### config.mk
export PLATFORM = sky130hd
export DESIGN_NAME = ap_ppgen_stage
export DESIGN_NICKNAME = d
export VERILOG_FILES = /design/src/rtl/ap_ppgen_stage.sv
export SDC_FILE = /design/constraint.sdc
export NUM_CORES = 1
export LEC_CHECK = 0
export ABC_CLOCK_PERIOD_IN_PS = 1800
export BUFFER_PORTS_ARGS = -buffer_cell sky130_fd_sc_hd__buf_2
export CORE_MARGIN = 2
export CORE_UTILIZATION = 25
export DETAILED_ROUTE_END_ITERATION = 16
export GPL_ROUTABILITY_DRIVEN = 0
export HOLD_SLACK_MARGIN = 0.08
export PLACE_DENSITY = 0.47
export SYNTH_ARGS = -nofsm -noshare
export SYNTH_HDL_FRONTEND = slang
export SYNTH_SLANG_ARGS = --single-unit
### constraint.sdc
create_clock -name clk -period 1.8 [get_ports clk]
set_clock_uncertainty 0.15 [all_clocks]
set_input_delay 0.18 -clock clk [delete_from_list [all_inputs] [get_ports clk]]
set_output_delay 0.18 -clock clk [all_outputs]
set_load 0.01 [all_outputs]
### src/rtl/ap_ppgen_stage.sv
// Registered AND-array partial-product stage for the 8x8 approximate multiplier.
// Output register plus one skid entry allows full throughput under backpressure.
module ap_ppgen_stage #(
    parameter int TAG_W = 4,
    parameter int CNT_W = 16
) (
    input  logic             clk,
    input  logic             rst,
    input  logic             in_valid,
    output logic             in_ready,
    input  logic [7:0]       in_a,
    input  logic [7:0]       in_b,
    input  logic [TAG_W-1:0] in_tag,
    output logic             out_valid,
    input  logic             out_ready,
    output logic [63:0]      out_pp,
    output logic [TAG_W-1:0] out_tag,
    output logic             out_zero,
    output logic [CNT_W-1:0] acc_cnt
);

    logic [63:0]      in_pp;
    logic             in_zero;
    logic             in_xfer;
    logic             o_free;

    logic             o_valid;
    logic [63:0]      o_pp;
    logic [TAG_W-1:0] o_tag;
    logic             o_zero;

    logic             s_valid;
    logic [63:0]      s_pp;
    logic [TAG_W-1:0] s_tag;
    logic             s_zero;

    logic             in_ready_r;
    logic [CNT_W-1:0] acc_cnt_r;

    // Row i carries a gated by b[i]; bit weight is 2^(i+j).
    always_comb begin
        in_pp = '0;
        for (int i = 0; i < 8; i++) begin
            for (int j = 0; j < 8; j++) begin
                in_pp[8*i+j] = in_a[j] & in_b[i];
            end
        end
    end

    assign in_zero = (in_a == 8'h00) || (in_b == 8'h00);
    assign in_xfer = in_valid && in_ready_r;
    assign o_free  = !o_valid || out_ready;

    always_ff @(posedge clk) begin
        if (rst) begin
            o_valid    <= 1'b0;
            o_pp       <= '0;
            o_tag      <= '0;
            o_zero     <= 1'b0;
            s_valid    <= 1'b0;
            s_pp       <= '0;
            s_tag      <= '0;
            s_zero     <= 1'b0;
            in_ready_r <= 1'b0;
            acc_cnt_r  <= '0;
        end else begin
            if (in_xfer) begin
                acc_cnt_r <= acc_cnt_r + CNT_W'(1);
            end
            if (o_free) begin
                if (s_valid) begin
                    // Skid entry is older than anything arriving now, so it drains first.
                    o_valid    <= 1'b1;
                    o_pp       <= s_pp;
                    o_tag      <= s_tag;
                    o_zero     <= s_zero;
                    s_valid    <= in_xfer;
                    in_ready_r <= !in_xfer;
                    if (in_xfer) begin
                        s_pp   <= in_pp;
                        s_tag  <= in_tag;
                        s_zero <= in_zero;
                    end
                end else begin
                    o_valid    <= in_xfer;
                    in_ready_r <= 1'b1;
                    if (in_xfer) begin
                        o_pp   <= in_pp;
                        o_tag  <= in_tag;
                        o_zero <= in_zero;
                    end
                end
            end else begin
                if (in_xfer) begin
                    s_valid <= 1'b1;
                    s_pp    <= in_pp;
                    s_tag   <= in_tag;
                    s_zero  <= in_zero;
                end
                in_ready_r <= !(s_valid || in_xfer);
            end
        end
    end

    assign in_ready  = in_ready_r;
    assign out_valid = o_valid;
    assign out_pp    = o_pp;
    assign out_tag   = o_tag;
    assign out_zero  = o_zero;
    assign acc_cnt   = acc_cnt_r;

endmodule

# Word-level counts from Yosys, hierarchy flattened

Cells that the tools add are included.
W data, S select, Z words.

Shifts and indexed selects: 0
Divide/modulo/power cells: 0
$lt $le $gt $ge: 0
Reduce and logical (&&, ||, !) cells: 12
Mux-type cells: 21
Multiply operators: 0
Eq/ne operators: 1
Bitwise gates (word level): 64
$add $sub $neg: 1

Operator list:

| operator                | count |
|---|---|
| $mux W64                | 5 |
| $and A1 B1 Y1           | 64 |
| $mux W4                 | 5 |
| $add A16 B1 Y16 const B | 1 |
| $logic_not A8 Y1        | 2 |
| $mux W1                 | 11 |
| $reduce_bool A2 Y1      | 2 |
| $logic_not A1 Y1        | 3 |
| $logic_or A1 B1 Y1      | 3 |
| $ne A2 B1 Y1 const B    | 1 |
| $reduce_and A2 Y1       | 1 |
| $logic_and A1 B1 Y1     | 1 |

Memory bits (writable): 0
Output and inout port bits: 87
Bits in latches: 0
Register bits: 157
Word-level logic and storage cells: 109
Bits in read-only memories: 0
Memories: 0

# Longest topological paths before layout

Depth in word-level cells: 5
Depth in mapped cells: 7

# Least setup slack after synthesis

OpenSTA, ideal clock, no wires.

Path type: reg2reg
Start: reg acc_cnt_r[0], in the netlist acc_cnt[0]
End: reg acc_cnt_r[12], in the netlist acc_cnt[12]
Data arrival time: 1293 ps
Stages on the path, launching flop included: 6
Required time: 1529 ps
Period minus slack after synthesis: 1564 ps
Library setup time: 121 ps
Buffers on the path: 0
Setup slack: 236 ps
Cell sequence: dfxtp_1 > ha_1 > nand3_1 > nor2_1 > nand4_1 > mux2_2

Word-level cells in the longest chain between the ends: 1

RTL lines:

| what                   | RTL line | RTL |
|---|---|---|
| from (decl)            | 38       | `logic [CNT_W-1:0] acc_cnt_r;` |
| from (signal assigned) | 68       | `acc_cnt_r <= acc_cnt_r + CNT_W'(1);` |
| $add A16 B1 Y16        | 68       |  |

No other way between the ends.
A chain may end at the register's enable or synchronous reset.

# Final worst setup path

Start: reg acc_cnt_r[7], in the netlist acc_cnt[7]
End: reg acc_cnt_r[15], in the netlist acc_cnt[15]

The elaborated chain is that of the path after synthesis.

==> qor.csv <==
metric;value;unit
outcome;completed;
die area;28500;um2
Slew HR;71.3;%
Mapped Cells;874;
CTS Sinks;157;
Net Count, Synth;899;
maximum vdd drop;0.708;mV
# DRC;0;
Tmin final;1.62;ns
Syn-to-layout area delta;24.6;%
final non-filler cell area;8460;um2
Placed Instance Area;7700;um2
initial antenna violation count;1;
average size of a mapped cell;7.77;um2
Clock Latency Late Sink;0.43;ns
NumNets Final;989;
cell breakdown of the critical path;and4_1 > nand4_2 > or3_1 > a21oi_1;
top-count cell post-synth;dfxtp_1;
pwr/cell area;963;nW/um2
Critical Path Source Type;register;
Final Cycle Share;89.9;%
htree depth;4;
RSZ-0062 raised after global routing;no;
Setup CP Type;register to register;
worst hold slack;0.0959;ns
Die Ht;169;um
chip width;169;um
I/O pins;111;
wire per inst;14.8;um
Distinct cells, synth;37;
Slew Limit Fails;0;
Final HPWL DP;12700;um
final cell count without fillers;1318;
Lkg Pwr;3.31;nW
Data arrival, critical path;1.82;ns
ys flop type;dfxtp_1;
post-DR vias/cell;4.54;
first-pass GRT wire length;31300;um
layout cells sized above 1;20.6;%
final setup violation count;0;
setup ws final;0.182;ns
CTS tree;built;
Max Clock Freq;618;MHz
fraction of registers with async set/reset;0;%
GRT Residual Overflow;0;
clock-pin slew on the worst setup and hold paths;0.07;ns
CTS Buf Count;17;
Longest Clk Path Bufs;2;
Antenna Nets Post-Route;0;
Hold Fails Final Rpt;0;
First DRT Iteration DRCs;502;
total chip power;8.14;mW
worst slack, placed;0.139;ns
Largest stage delay, worst path;0.40;ns
synth warn;0;
Req. time, crit path;2.01;ns
Cells after DPL;1270;
area leader, netlist;dfxtp_1;
CP max stage cell;dfxtp_1;
Yosys top cell area share;46.3;%
IO buf count;110;
Routed Wire Length;19500;um
worst hold path type;input port to register;
Starting Density;25.3;%
final setup TNS;0;ns
via count;5988;
core area;26800;um2
register area share after synthesis;46.3;%
flop and latch count out of synthesis;157;
largest net degree at the start of global routing;73;
CP Capture Type;register;
first-pass detailed-route iteration total;5;
fin util;31.6;%
hold path cells;5;
synth top area cells;dfxtp_1, a21oi_1, nor2_1;
Commonest cells post-synth;dfxtp_1, nor2_1, nand2_1;
row cnt;60;
Post-synth EDFFs;0;
r2r setup slk;0.18;ns
worst-path fanout max;5;
worst-margin pin slew;0.427;ns
via count of the first global-routing pass;5667;
# Max-Cap Violations;0;
reg2reg path depth;4;
Mapped Area;6790;um2
Total GRT Usage;13.9;%
CTS root buf;clkbuf_16;
setup bufs post-CTS;0;
number of diodes;0;
## sequential cells by signal, summed over array words and instances, names as in the netlist
register and flops:
out_pp 64, s_pp 64, acc_cnt 16, out_tag 4, s_tag 4, in_ready 1, out_valid 1, out_zero 1
s_valid 1, s_zero 1
## layout by cell type, fill, tap and decap left out, types with 3 or more instances in the layout
cell / n
nor2_1: 150
dfxtp_1: 156
a211oi_2: 6
buf_2: 109
xor2_1: 7
nand4_1: 6
mux2i_1: 4
buf_4: 30
a21oi_1: 136
nor2b_1: 4
xnor2_1: 4
inv_6: 3
a211oi_1: 65
nand3_1: 67
inv_8: 6
buf_12: 11
o21ai_0: 3
dlygate4sd3_1: 16
nand2_1: 144
clkbuf_16: 17
## where the power goes
group	total [mW]	internal (mW)	leakage [nW]	switching [mW]
combinational	0.829	0.318	1.74	0.511
clock	3.66	1.99	0.293	1.68
sequential	3.65	3.59	1.28	0.0622
## per-layer routing
layer / up-vias / share of wire, % / GRT usage (%) / wire [um]
met4: 2 / 0.99 / 4.24 / 193
met1: 2698 / 48 / 19.2 / 9300
li1: 3167 / - / - / -
met5: - / 0.036 / 0 / 7
met3: 11 / 5.7 / 3.06 / 1110
met2: 110 / 46 / 21.6 / 8930
## final timing paths
kind,start,to
worst min-delay path,out_ready,out_valid$_SDFFE_PP0N_
worst max-delay path,acc_cnt[7]$_SDFFE_PP0P_,acc_cnt[15]$_SDFFE_PP0P_
worst min register to register,s_pp[45]$_SDFFE_PP0P_,s_pp[45]$_SDFFE_PP0P_
worst max register to register,acc_cnt[7]$_SDFFE_PP0P_,acc_cnt[15]$_SDFFE_PP0P_
## kinds of logic after synthesis
family | share of synthesized area [%]
XOR/XNOR | 1.42
multiplexers | 0.921
flip-flops | 46.3
adder cells (fa/ha/maj) | 0.184
buffers and inverters | 7.78
AO/OA/AOI/OAI | 19.3
AND/OR/NAND/NOR | 24.1
## repair_timing
action	CTS	global route
setup endpoints to repair	0	16
endpoints found under the hold margin	51	0
hold buffers	16	0
resized for setup	0	2
## layout make-up
class,instances,area (um2)
Inverter,2,7.51
Fill cell,2831,18300
Clock buffer,17,425
Timing Repair Buffer,166,1150
Tap cell,341,427
Clock inverter,15,170
Multi-Input combinational cell,620,3130
Sequential cell,157,3150
## worst max-delay path: cells and delay by family, from the launching register on
kind / cells / cell delay, ns
compound gates: 1 / 0.14
flops: 1 / 0.40
simple gates: 3 / 0.86
Note: power is estimated with default switching activity, not from simulation.
